File: src/rtl/cp0_reg_pkg.sv
// cp0_reg_pkg: CP0 register numbers, exception codes and the exception vector.
package cp0_reg_pkg;
  localparam logic [4:0] CP0_COUNT   = 5'd9;
  localparam logic [4:0] CP0_COMPARE = 5'd11;
  localparam logic [4:0] CP0_STATUS  = 5'd12;
  localparam logic [4:0] CP0_CAUSE   = 5'd13;
  localparam logic [4:0] CP0_EPC     = 5'd14;
  localparam logic [4:0] EXC_INT  = 5'h00;
  localparam logic [4:0] EXC_SYS  = 5'h08;
  localparam logic [4:0] EXC_OV   = 5'h0c;
  localparam logic [4:0] EXC_NONE = 5'h10;
  localparam logic [4:0] EXC_ERET = 5'h11;
  localparam logic [31:0] EXC_ADDR = 32'h0000_0100;
endpackage

File: src/rtl/cp0_reg.sv
// cp0_reg: CP0 Count/Compare/Status/Cause/EPC with exception and interrupt arbitration.
module cp0_reg
  import cp0_reg_pkg::*;
(
  input  logic        cpu_clk_50M,
  input  logic        cpu_rst,
  input  logic        we_i,
  input  logic [4:0]  waddr_i,
  input  logic [31:0] wdata_i,
  input  logic        re_i,
  input  logic [4:0]  raddr_i,
  output logic [31:0] rdata_o,
  input  logic        valid_i,
  input  logic [4:0]  exccode_i,
  input  logic [31:0] pc_i,
  input  logic        in_delay_i,
  input  logic [5:0]  int_i,
  output logic        flush_o,
  output logic [31:0] excaddr_o,
  output logic [31:0] status_o,
  output logic [31:0] cause_o,
  output logic        timer_int_o
);
  logic [31:0] count, compare, epc, rval;
  logic [7:0]  im, ip;
  logic [4:0]  exc, code;
  logic        exl, ie, bd, pre, pending, take;
  assign status_o = {16'b0, im, 6'b0, exl, ie};
  assign cause_o  = {bd, 15'b0, ip, 1'b0, exc, 2'b0};
  always_comb begin
    pending   = |(ip & im) && ie && !exl && valid_i;
    code      = pending ? EXC_INT : valid_i ? exccode_i : EXC_NONE;
    take      = code != EXC_NONE && code != EXC_ERET;
    flush_o   = !cpu_rst && code != EXC_NONE;
    excaddr_o = cpu_rst ? '0 : code == EXC_ERET ? epc : take ? EXC_ADDR : '0;
    rval      = raddr_i == CP0_COUNT   ? count :
                raddr_i == CP0_COMPARE ? compare :
                raddr_i == CP0_STATUS  ? status_o :
                raddr_i == CP0_CAUSE   ? cause_o :
                raddr_i == CP0_EPC     ? epc : '0;
    rdata_o   = (cpu_rst || !re_i) ? '0 : (we_i && waddr_i == raddr_i) ? wdata_i : rval;
  end
  // mtc0 updates come first so exception field updates below override them
  always_ff @(posedge cpu_clk_50M or posedge cpu_rst) begin
    if (cpu_rst) begin
      count       <= '0;
      compare     <= '0;
      epc         <= '0;
      im          <= '0;
      ip          <= '0;
      exc         <= '0;
      exl         <= 1'b1;
      ie          <= 1'b0;
      bd          <= 1'b0;
      pre         <= 1'b0;
      timer_int_o <= 1'b0;
    end else begin
      pre <= ~pre;
      if (pre) count <= count + 32'd1;
      if (count == compare && compare != '0) timer_int_o <= 1'b1;
      ip[7:2] <= {int_i[5] | timer_int_o, int_i[4:0]};
      if (we_i) begin
        case (waddr_i)
          CP0_COUNT: begin
            count <= wdata_i;
            pre   <= 1'b0;
          end
          CP0_COMPARE: begin
            compare     <= wdata_i;
            timer_int_o <= 1'b0;
          end
          CP0_STATUS: begin
            im  <= wdata_i[15:8];
            exl <= wdata_i[1];
            ie  <= wdata_i[0];
          end
          CP0_CAUSE: ip[1:0] <= wdata_i[9:8];
          CP0_EPC:   epc <= wdata_i;
          default: ;
        endcase
      end
      if (take) begin
        if (!exl) begin
          epc <= in_delay_i ? pc_i - 32'd4 : pc_i;
          bd  <= in_delay_i;
        end
        exc <= code;
        exl <= 1'b1;
      end else if (code == EXC_ERET) begin
        exl <= 1'b0;
      end
    end
  end
endmodule

File: config.mk
export PLATFORM = sky130hd
export DESIGN_NAME = cp0_reg
export DESIGN_NICKNAME = d
export VERILOG_FILES = /design/src/rtl/cp0_reg_pkg.sv /design/src/rtl/cp0_reg.sv
export SDC_FILE = /design/constraint.sdc
export NUM_CORES = 1
export LEC_CHECK = 0
export BUFFER_PORTS_ARGS = -buffer_cell sky130_fd_sc_hd__buf_2
export CAP_MARGIN = 40
export CORE_MARGIN = 3
export CORE_UTILIZATION = 45
export CTS_CLUSTER_DIAMETER = 50
export DETAILED_ROUTE_END_ITERATION = 12
export PLACE_DENSITY = 0.73
export SYNTH_ARGS = -nofsm -noshare
export SYNTH_HDL_FRONTEND = slang
export SYNTH_SLANG_ARGS = --single-unit
File: constraint.sdc
create_clock -name cpu_clk_50M -period 17.2 [get_ports cpu_clk_50M]
set_input_delay 3.44 -clock cpu_clk_50M [delete_from_list [all_inputs] [get_ports cpu_clk_50M]]
set_output_delay 3.44 -clock cpu_clk_50M [all_outputs]
set_load 0.01 [all_outputs]
Word level (Yosys, flattened, before mapping)
Index checks and enable logic that the tools add are counted.
{"block": "word_totals", "regBits": 122, "in_bits": 91, "out_inout_bits": 130, "wordCells": 82}
{"block": "op_classes", "add_sub_neg": 2, "n_eq_ne": 15, "mux": 29, "n_bitwise": 4, "reduce_logical": 20}
{"operator": "32-bit two-way mux", "count": 17}
{"operator": "5-bit by 4-bit equality test with 1-bit output (second input constant)", "count": 10}
{"operator": "32-bit by 1-bit adder with 32-bit output (second input constant)", "count": 1}
{"operator": "32-bit equality test", "count": 1}
{"operator": "32-bit nonzero test", "count": 1}
{"operator": "32-bit by 3-bit subtractor with 32-bit output (second input constant)", "count": 1}
{"operator": "5-bit two-way mux", "count": 2}
{"operator": "5-bit inequality test (second input constant)", "count": 2}
{"operator": "2-bit AND reduction", "count": 5}
{"operator": "1-bit two-way mux", "count": 9}
{"operator": "9-bit two-way mux", "count": 1}
{"operator": "8-bit AND", "count": 1}
{"operator": "8-bit OR reduction", "count": 1}
{"operator": "1-bit logical AND", "count": 7}
{"operator": "3-bit nonzero test", "count": 2}
{"operator": "5-bit equality test", "count": 1}
{"operator": "5-bit equality test (second input constant)", "count": 1}
{"operator": "1-bit logical NOT", "count": 3}
{"operator": "1-bit NOT", "count": 2}
{"operator": "1-bit logical OR", "count": 1}
{"operator": "1-bit OR", "count": 1}

Depth between registers and ports, before layout
Gate-level depths: netlist of run 1.
{"block": "logic_depth", "ltp_word": 11, "depth_mapped": 7, "ltp_nobuf": 6}

Worst setup path after synthesis of run 1
OpenSTA, ideal clock, no wires.
{"block": "synth_timing", "path_kind": "input-to-output", "start": "input cpu_rst", "end": "output rdata_o[17]", "arrival_ns": 7.061, "t_required_ns": 13.760, "path_slack_ns": 6.699, "cell_stages": 4, "n_path_buf": 1, "cell_sequence": "inv_1 -> nand2_1 -> clkbuf_1 -> nor3_1"}
{"block": "synth_between", "elab_chain_cells": 2}
{"item": "from (decl)", "line_no": "cp0_reg.sv:6", "source": "input logic cpu_rst,"}
{"item": "1-bit logical OR", "line_no": "cp0_reg.sv:41", "source": "rdata_o = (cpu_rst || !re_i) ? '0 : (we_i && waddr_i == raddr_i) ? wdata_i : rval;"}
{"item": "32-bit two-way mux", "line_no": "cp0_reg.sv:41"}
{"item": "to (decl)", "line_no": "cp0_reg.sv:12", "source": "output logic [31:0] rdata_o,"}
Every way passes these cells.

Worst setup path in the final report of run 1
{"block": "layout_timing", "start": "input raddr_i[0]", "end": "output rdata_o[13]"}
{"block": "layout_between", "elab_chain_cells": 8, "elab_cells_between_ends": 14, "classes_between": "eq/ne (6); mux (7); reduce/logical (1)"}
{"item": "from (decl)", "line_no": "cp0_reg.sv:11", "source": "input logic [4:0] raddr_i,"}
{"item": "5-bit by 4-bit equality test with 1-bit output", "line_no": "cp0_reg.sv:40", "source": "raddr_i == CP0_EPC ? epc : '0;"}
{"item": "32-bit two-way mux", "line_no": "cp0_reg.sv:40"}
{"item": "32-bit two-way mux", "line_no": "cp0_reg.sv:39", "source": "raddr_i == CP0_CAUSE ? cause_o :"}
{"item": "32-bit two-way mux", "line_no": "cp0_reg.sv:38", "source": "raddr_i == CP0_STATUS ? status_o :"}
{"item": "32-bit two-way mux", "line_no": "cp0_reg.sv:37", "source": "raddr_i == CP0_COMPARE ? compare :"}
{"item": "32-bit two-way mux", "line_no": "cp0_reg.sv:36", "source": "rval = raddr_i == CP0_COUNT ? count :"}
{"item": "32-bit two-way mux * (2 in series)", "line_no": "cp0_reg.sv:41"}
Mark *: on every way between the ends. The rest lies on a longest branch, timed or not.

==> out/metrics.csv, run 1 <==
stage,metric,value,unit
floorplanning,die_x,143.2,microns
timing,finalSetupTns,0,ns
floorplanning,io_pins,221,
yosys,synth-adder-area-share,0.2954,%
detailed_routing,via_per_inst,5.976,
worst_setup_path,critPathLaunch,raddr_i[0],
global_routing,grtUsageTotal,26.30,%
yosys,synthMuxAreaShare,14.76,%
global_routing,grt_max_degree,65,
yosys,synth_xor_area_share,9.616,%
floorplanning,die-height,143.2,microns
worst_setup_path,r2r_start,count[0],
run_status,run_status,finished clean,
yosys,synth_common_cells,"dfrtp_1, nor2_1, a21oi_1",
global_routing,grt_pass1_wl,42010,microns
layout,drive_gt1_share,29.39,%
layout,syn2layout_area_growth,17.99,%
cts,path_clk_slew,0.06,ns
placed_design,dpl.hpwl,20230,microns
detailed_routing,drt_iter0_markers,726,
detailed_routing,drt.antenna.violating_nets,0,
cts,cts_buffers,17,
yosys,synth.avg_cell_area,9.381,sq um
worst_setup_path,path_delay_family,simple AND/OR/NAND/NOR gates,
worst_setup_path,path_buf_inv,2,
yosys,synth_edf_count,0,
cts,h-tree-depth,4,
hold_path,hold_start,exc[0],
power_and_ir_drop,pwr_density_cell,110.9,nW/um^2
yosys,ys_seq_area_share,36.06,%
worst_setup_path,arrival,5.80,ns
yosys,yosysTopAreaCell,dfrtp_1,
yosys,synth_cell_types,60,
yosys,yosys.cell_count.top_type,dfrtp_1,
power_and_ir_drop,total_power,1.108,mW
cts,cts.path.max_buffers,2,
hold_path,hold_class,reg2reg,
yosys,yosys.area.top_type_share,35.75,%
yosys,ys_warn_count,0,
layout,fin_nets,1145,
worst_setup_path,end_kind,output port,
yosys,syn_inst,903,
global_routing,globalRouteOverflowTotal,0,
placed_design,gp_congestion,0.9938,
power_and_ir_drop,ir_worst_vdd,0.00007961,V
global_routing,antenna_found_initial,1,
layout,final_area,9995,sq um
worst_setup_path,required,13.76,ns
floorplanning,die-area,20510,sq um
timing,fin_crit,9.245,ns
cts,cts_resized,0,
yosys,async_reset_ff_share,100.0,%
timing,final_max_slew_viol_count,0,
worst_setup_path,crit_fanout,15,
detailed_routing,route.detailed.drc,0,
cts,holdBufCountCts,0,
timing,rsz0062_at_grt,no,
placed_design,dpl_cell_area,9382,sq um
yosys,ys_ff_latch,122,
worst_setup_path,slowest_delay,0.64,ns
global_routing,grt_pass1_vias,7513,
worst_setup_path,path_cells,buf_2 -> nand4bb_1 -> nor2_1 -> a21oi_1 -> a211oi_1 -> buf_2,
timing,min_period_over_period,53.75,%
worst_setup_path,critPathLaunchType,input pin,
cts,clk_latency,0.42,ns
placed_design,port-buffer-count,180,
yosys,synth_area_leaders,"dfrtp_1, mux2_2, xnor2_1",
worst_setup_path,criticalPathCategory,in2out,
floorplanning,initial_core_util,46.52,%
timing,worst_pin_slew,0.8329,ns
cts,cts_tree,yes,
detailed_routing,detail_route.first_pass.iterations,7,
worst_setup_path,cp_slowest_cell,nor2_1,
worst_setup_path,cpMostUsedCell,buf_2,
placed_design,numPlacedInstances,1262,
timing,setup_viol,0,
floorplanning,core_area,18210,sq um
detailed_routing,num_vias,7733,
cts,cts_root_buffer,clkbuf_16,
yosys,synth-simple-area-share,19.93,%
cts,postCtsSetupBuffers,0,
detailed_routing,wl_per_cell,20.98,microns
timing,fin_worst_skew,0.009237,ns
flow_run,maxCapViolations,0,
layout,fin_cells,1294,
yosys,synth_flop_cell,dfrtp_1,
detailed_routing,wl,27150,microns
power_and_ir_drop,leakagePower,4.362,nW
layout,diodes,0,
floorplanning,floorplan.rows,49,
cts,cts.sinks,122,
yosys,synth-compound-area-share,11.36,%
yosys,synth_top_family_by_area,simple AND/OR/NAND/NOR gates,
timing,hold_viol,0,
timing,fmax,0.1082,GHz
yosys,syn_area,8471,sq um
timing,timing.slew.headroom,44.47,%
timing,holdWs,0.5667,ns
## state kept, by name (all words and copies together), names as in the netlist
name         flops
bd               1
compare         32
count           32
epc             32
exc              5
exl              1
ie               1
im               8
ip               8
pre              1
timer_int_o      1
## worst min-delay path, delay by kind of cell, from the launching register on
family          cells  cell delay (ns)
flops               1             0.40
simple gates        1             0.07
compound gates      1             0.06
## where the power goes
group          internal (mW)  switching, mW  leakage [nW]
registers              0.358          0.101          1.42
logic                  0.133          0.145          2.64
clock network          0.238          0.133         0.298
## area by class of cell
cell class                      count  area [sq um]
Inverter                           14         55.05
Fill cell                        1572          8214
Multi-Input combinational cell    703          4925
Timing Repair Buffer              194          1061
Clock buffer                       20         466.7
Sequential cell                   122          3054
Tap cell                          229         286.5
Clock inverter                     12         146.4
## metrics by stage
stage / util [%] / setup WS [ns]
6_report: 54.89 / 7.955
5_1_grt: 54.89 / 7.880
4_1_cts: 54.89 / 7.996
3_5_place_dp: 51.52 / 8.067
3_3_place_gp: 50.97 / 7.913
2_1_floorplan: - / 6.699
## layout by cell type, fill, tap and decap left out, drive strengths merged, types with 20 or more instances in the layout
master and count:
mux2i 54, mux2 63, nor2 91, a21oi 76, dfrtp 121, xor2 28, nand4 25, xnor2 65
and2 32, nand2 36, conb 40, nor4 22, clkbuf 20, nor3 25, buf 194
## path summary, 6_finish.rpt
check	end	slack, ns	cells past startpoint
min in group asynchronous	epc[5]	3.13	2
max in group asynchronous	compare[22]	12.94	4
worst max-delay path	rdata_o[13]	7.96	6
worst min-delay path	exc[0]	0.57	2
worst min register to register	exc[0]	0.57	2
worst max register to register	count[26]	14.86	6
## cell families (layout without fill, tap and decap cells)
logic type,Yosys count,after routing
AND/OR/NAND/NOR,304,304
AO/OA/AOI/OAI,147,147
flip-flops,122,122
multiplexers,117,117
buffers and inverters,117,240
XOR/XNOR,93,93
adder cells (fa/ha/maj),2,2
other,1,40
## routing by layer
metal	share of wire [%]	global-route usage [%]	wire length (microns)
met1	41	35.78	11090
met2	47	41.25	12780
met3	9.4	5.827	2540
met4	2.7	9.655	733
met5	0	0	0
(Power assumes the default switching activity.)
==> run 2, diff against run 1 <==
- PLACE_DENSITY: 0.73 -> 0.75
- clock period: 17.2 -> 7.6 ns (I/O delays scaled with it)
==> out/metrics.csv, run 2 (same netlist as run 1, synthesis figures left out) <==
stage,metric,value,unit
global_routing,antenna_found_initial,1,
floorplanning,die_x,143.2,microns
power_and_ir_drop,p_comb_share,25.4,%
hold_path,hold_class,reg2reg,
power_and_ir_drop,p_sw,0.8708,mW
layout,drive_gt1_share,29.30,%
power_and_ir_drop,pwr-share-seq,42.0,%
global_routing,grtUsageTotal,26.12,%
timing,finalSetupTns,0,ns
placed_design,numPlacedInstances,1262,
floorplanning,initial_core_util,46.52,%
timing,timing.final.ws_setup,2.049,ns
worst_setup_path,critPathLaunchType,input pin,
global_routing,grt_max_degree,65,
global_routing,busiest_layer,met2,
cts,path_clk_slew,0.07,ns
worst_setup_path,path_cells,buf_2 -> and3b_1 -> buf_4 -> a21oi_1 -> or3_1 -> a21oi_1 -> buf_2,
power_and_ir_drop,switching_share,35.35,%
power_and_ir_drop,ir_worst_vdd,0.0001830,V
worst_setup_path,crit_fanout,41,
timing,fin_worst_skew,0.01605,ns
run_status,run_status,finished clean,
power_and_ir_drop,pwr_density_cell,248.4,nW/um^2
timing,timing.slew.headroom,44.18,%
detailed_routing,drt.antenna.violating_nets,0,
global_routing,grt_use_met1,35.86,%
global_routing,grtUsageMet2,40.16,%
worst_setup_path,arrival,4.03,ns
layout,fin_cells,1295,
global_routing,globalRouteOverflowTotal,0,
placed_design,dpl.hpwl,19980,microns
global_routing,grt_pass1_vias,7263,
cts,cts_root_buffer,clkbuf_16,
flow_run,maxCapViolations,0,
layout,fin_nets,1145,
cts,cts_buffers,17,
worst_setup_path,slowest_delay,0.76,ns
layout,final_common_cell,buf_2,
power_and_ir_drop,clock_power_share,32.6,%
placed_design,port-buffer-count,180,
placed_design,dpl_cell_area,9338,sq um
power_and_ir_drop,leakagePower,4.332,nW
detailed_routing,wl,26860,microns
timing,final_max_slew_viol_count,0,
worst_setup_path,cp_slowest_cell,and3b_1,
placed_design,gp_congestion,0.9759,
floorplanning,die-height,143.2,microns
layout,syn2layout_area_growth,17.09,%
timing,worst_pin_slew,0.8373,ns
worst_setup_path,end_kind,output port,
global_routing,use_met3,6.062,%
detailed_routing,wl_per_cell,20.74,microns
detailed_routing,drt_iter0_markers,905,
detailed_routing,via_per_inst,5.876,
timing,min_period_over_period,73.05,%
timing,hold_viol,0,
layout,final_area,9918,sq um
cts,holdBufCountCts,0,
detailed_routing,route.detailed.drc,0,
worst_setup_path,required,6.08,ns
layout,seq_area,3054,sq um
layout,nFillCells,1621,
floorplanning,die-area,20510,sq um
global_routing,grt_pass1_wl,41090,microns
cts,cts.sinks,122,
timing,setup_viol,0,
cts,cts.path.max_buffers,2,
floorplanning,core_area,18210,sq um
cts,postCtsSetupBuffers,0,
detailed_routing,num_vias,7609,
cts,clk_latency,0.44,ns
timing,rsz0062_at_grt,no,
floorplanning,floorplan.rows,49,
placed_design,pre_cts_ws,2.141,ns
floorplanning,io_pins,221,
layout,top_regs,"compare (32), count (32), epc (32)",
cts,cts_tree,yes,
detailed_routing,detail_route.first_pass.iterations,10,
timing,fin_crit,5.551,ns
timing,holdWs,0.5582,ns
cts,cts_resized,0,
layout,final_cell_mix,"buf_2, dfrtp_1, nor2_1, a21oi_1, xnor2_1",
timing,fmax,0.1801,GHz
cts,h-tree-depth,4,
power_and_ir_drop,p_int,1.593,mW
layout,multi_input_area,4925,sq um
worst_setup_path,criticalPathCategory,in2out,
[run 2: changes by cell type in the layout (fill, tap and decap cells not counted), sizes merged]
cell / change
diode: +1
clkinvlp: -2
bufinv: -1
clkinv: +3
inv: +2
clkbuf: -2
[run 2: area by class of cell]
cell class                 count  share of cell area [%]
tap                          229                   2.889
clock inverter                14                   1.501
clock buffer                  18                   4.327
timing repair buffer         194                   10.26
antenna                        1                 0.02523
multi-input combinational    703                   49.65
inverter                      14                  0.5551
sequential                   122                   30.79
[run 2: through the flow]
| stage | power (mW) | util, % |
|---|---|---|
| final | 2.463 | 54.47 |
| after global placement | 1.630 | 51.10 |
| after global routing | 2.580 | 54.47 |
| after detailed placement | 1.648 | 51.28 |
| after CTS | 2.458 | 54.46 |
| after floorplan | 1.428 | - |
[run 2: layer usage]
| metal | vias up | routed length, microns |
|---|---|---|
| li1 | 3472 | - |
| met1 | 3678 | 11300 |
| met2 | 397 | 12530 |
| met3 | 62 | 2223 |
| met4 | 0 | 805 |
| met5 | - | 0 |
[run 2: power by group through the flow]
stage	clock network, mW	registers [mW]	logic [mW]
global placement	0	1.03	0.598
global route	0.843	1.06	0.680
CTS	0.812	1.03	0.619
detailed placement	0	1.03	0.614
floorplan	0	0.954	0.474
finish	0.803	1.04	0.625
[run 2: worst paths after layout]
path                       startpoint           to  slack [ns]  cells after the start
max                        raddr_i[1]  rdata_o[29]        2.05                      7
min                            exc[0]       exc[0]        0.56                      2
max reg2reg                  count[0]    count[30]        5.32                      6
min reg2reg                    exc[0]       exc[0]        0.56                      2
max in group asynchronous     cpu_rst      epc[15]        4.95                      3
min in group asynchronous     cpu_rst       exc[0]        1.27                      2
[run 2: worst max-delay path, delay by kind of cell]
family	cells	cell delay [ns]
buf+inv	3	1.15
simple gates	2	1.11
compound gates	2	0.23
==> run 3, diff against run 2 <==
- ABC_AREA: not set -> 1
- clock period: 7.6 -> 4.9 ns (I/O delays scaled with it)
==> out/metrics.csv, run 3 <==
stage,metric,value,unit
cts,cts_tree,yes,
worst_setup_path,required,3.92,ns
floorplanning,floorplan.rows,51,
timing,fin_worst_skew,0.007087,ns
worst_setup_path,path_delay_family,buffers and inverters,
layout,finalCoreUtilization,54.06,%
global_routing,grt_max_degree,66,
worst_setup_path,path_cells,buf_2 -> inv_1 -> nor2_1 -> nand3_1 -> inv_1 -> buf_4 -> a21oi_1 -> o21ai_0 -> o21ai_0 -> a21oi_1 -> buf_2,
timing,min_period_over_period,81.21,%
floorplanning,core_area,19650,sq um
detailed_routing,via_per_inst,5.459,
detailed_routing,num_vias,9925,
timing,finalSetupTns,0,ns
layout,fin_nets,1634,
yosys,synth_common_cells,"nand2_1, o21ai_0, inv_1",
cts,cts.sinks,122,
timing,worst_pin_slew,0.8485,ns
layout,final_area,10630,sq um
layout,final_common_cell,nand2_1,
run_status,run_status,finished clean,
cts,cts.path.max_buffers,2,
power_and_ir_drop,ir_worst_vdd,0.0002211,V
layout,final_cell_mix,"nand2_1, o21ai_0, buf_2, inv_1, nor2_1",
detailed_routing,wl,32430,microns
floorplanning,die_x,148.1,microns
cts,clk_latency,0.43,ns
layout,top_regs,"compare (32), count (32), epc (32)",
cts,h-tree-depth,4,
layout,fin_cells,1818,
yosys,yosysTopAreaCell,dfrtp_1,
worst_setup_path,path_buf_inv,5,
worst_setup_path,criticalPathCategory,in2out,
yosys,async_reset_ff_share,100.0,%
detailed_routing,wl_per_cell,17.84,microns
global_routing,grtUsageTotal,28.97,%
timing,final_max_slew_viol_count,0,
placed_design,port-buffer-count,180,
global_routing,grt_pass1_wl,49690,microns
placed_design,gp_congestion,0.9733,
timing,timing.final.ws_setup,0.9208,ns
yosys,ys_seq_area_share,33.62,%
layout,diodes,0,
power_and_ir_drop,pwr_density_cell,379.5,nW/um^2
timing,rsz0062_at_grt,no,
detailed_routing,drt.antenna.violating_nets,0,
worst_setup_path,r2r_setup_slack,1.99,ns
floorplanning,die-height,148.1,microns
placed_design,numPlacedInstances,1787,
worst_setup_path,arrival,3.00,ns
power_and_ir_drop,leakagePower,5.456,nW
yosys,synth_flop_cell,dfrtp_1,
worst_setup_path,crit_fanout,19,
layout,multi_input_area,4982,sq um
layout,seq_area,3054,sq um
worst_setup_path,slowest_delay,0.56,ns
yosys,synth_cell_types,42,
global_routing,grt_pass1_vias,9257,
placed_design,pre_cts_ws,0.9999,ns
yosys,yosys.area.top_type_share,33.33,%
floorplanning,die-area,21930,sq um
floorplanning,io_pins,221,
cts,path_clk_slew,0.05,ns
layout,nFillCells,2004,
hold_path,hold_class,reg2reg,
cts,cts_buffers,17,
timing,hold_viol,0,
yosys,synth.avg_cell_area,6.512,sq um
placed_design,dpl.hpwl,25080,microns
cts,cts_root_buffer,clkbuf_16,
timing,fmax,0.2513,GHz
yosys,synth_area_leaders,"dfrtp_1, nand2_1, o21ai_0",
yosys,ys_warn_count,0,
layout,syn2layout_area_growth,16.97,%
global_routing,globalRouteOverflowTotal,0,
cts,cts_resized,0,
cts,postCtsSetupBuffers,0,
global_routing,antenna_found_initial,0,
detailed_routing,drt_iter0_markers,1069,
floorplanning,initial_core_util,46.22,%
timing,timing.slew.headroom,43.44,%
yosys,syn_inst,1395,
detailed_routing,detail_route.first_pass.iterations,6,
yosys,syn_area,9084,sq um
yosys,yosys.cell_count.top_type,nand2_1,
cts,holdBufCountCts,0,
placed_design,dpl_cell_area,9982,sq um
yosys,synth_edf_count,0,
timing,setup_viol,0,
worst_setup_path,end_kind,output port,
worst_setup_path,critPathLaunchType,input pin,
flow_run,maxCapViolations,0,
timing,fin_crit,3.979,ns
yosys,ys_ff_latch,122,
layout,drive_gt1_share,15.71,%
worst_setup_path,cp_slowest_cell,inv_1,
detailed_routing,route.detailed.drc,0,
==> run 3: cell types whose count changed in the layout (fill, tap and decap cells not counted), sizes merged, moves of 31 or more <==
cell	previous run	this run
xnor2	65	24
nor2	91	146
inv	16	165
mux2i	54	0
nor3	25	64
a21oi	76	44
nand2	36	353
and2	32	1
o21ai	13	219
mux2	63	1
==> run 3: through the flow <==
step                      hold WS, ns  total power [mW]
after floorplan                0.4747             2.245
after global placement         0.4854             2.620
after detailed placement       0.4904             2.642
after CTS                      0.5086             3.999
after global routing           0.5404             4.245
final                          0.4978             4.032
==> run 3: area by class of cell <==
type                    count  share of cell area, %
well taps                 265                  3.121
clock inverters             5                 0.9774
clock buffers              26                  5.075
repair buffers            191                  9.256
flip-flops and latches    122                  28.74
inverters                 167                  5.935
multi-input cells        1042                  46.89
==> run 3: final timing paths <==
path / startpoint / end / cells after the start
worst max-delay path: raddr_i[3] / rdata_o[18] / 11
worst min-delay path: timer_int_o / ip[7] / 1
worst max register to register: ip[1] / epc[23] / 11
worst min register to register: timer_int_o / ip[7] / 1
max in group asynchronous: cpu_rst / ip[7] / 4
min in group asynchronous: cpu_rst / epc[9] / 3
==> run 3: metal layers <==
| metal | share of wire [%] | wire [microns] | up-vias | global-route usage [%] |
|---|---|---|---|---|
| met3 | 11 | 3588 | 94 | 6.185 |
| li1 | - | - | 4706 | - |
| met4 | 3.5 | 1149 | 0 | 11.64 |
| met5 | 0 | 0 | - | 0 |
| met2 | 45 | 14520 | 568 | 45.28 |
| met1 | 41 | 13170 | 4557 | 39.42 |
==> run 3: cells by family after synthesis <==
kind of cell               synth area share (%)
AOI/OAI and AO/OA                         16.82
xor gates and xnor gates                  6.074
adders and majority gates                0.2754
other                                   0.04128
and+or+nand+nor                           29.77
muxes                                    0.1240
DFF                                       33.62
buffers and inverters                     13.28
==> run 3: where the power goes <==
part	internal, mW	switching (mW)
Clock	0.905	0.449
Combinational	0.391	0.747
Sequential	1.25	0.290
Total	2.55	1.49
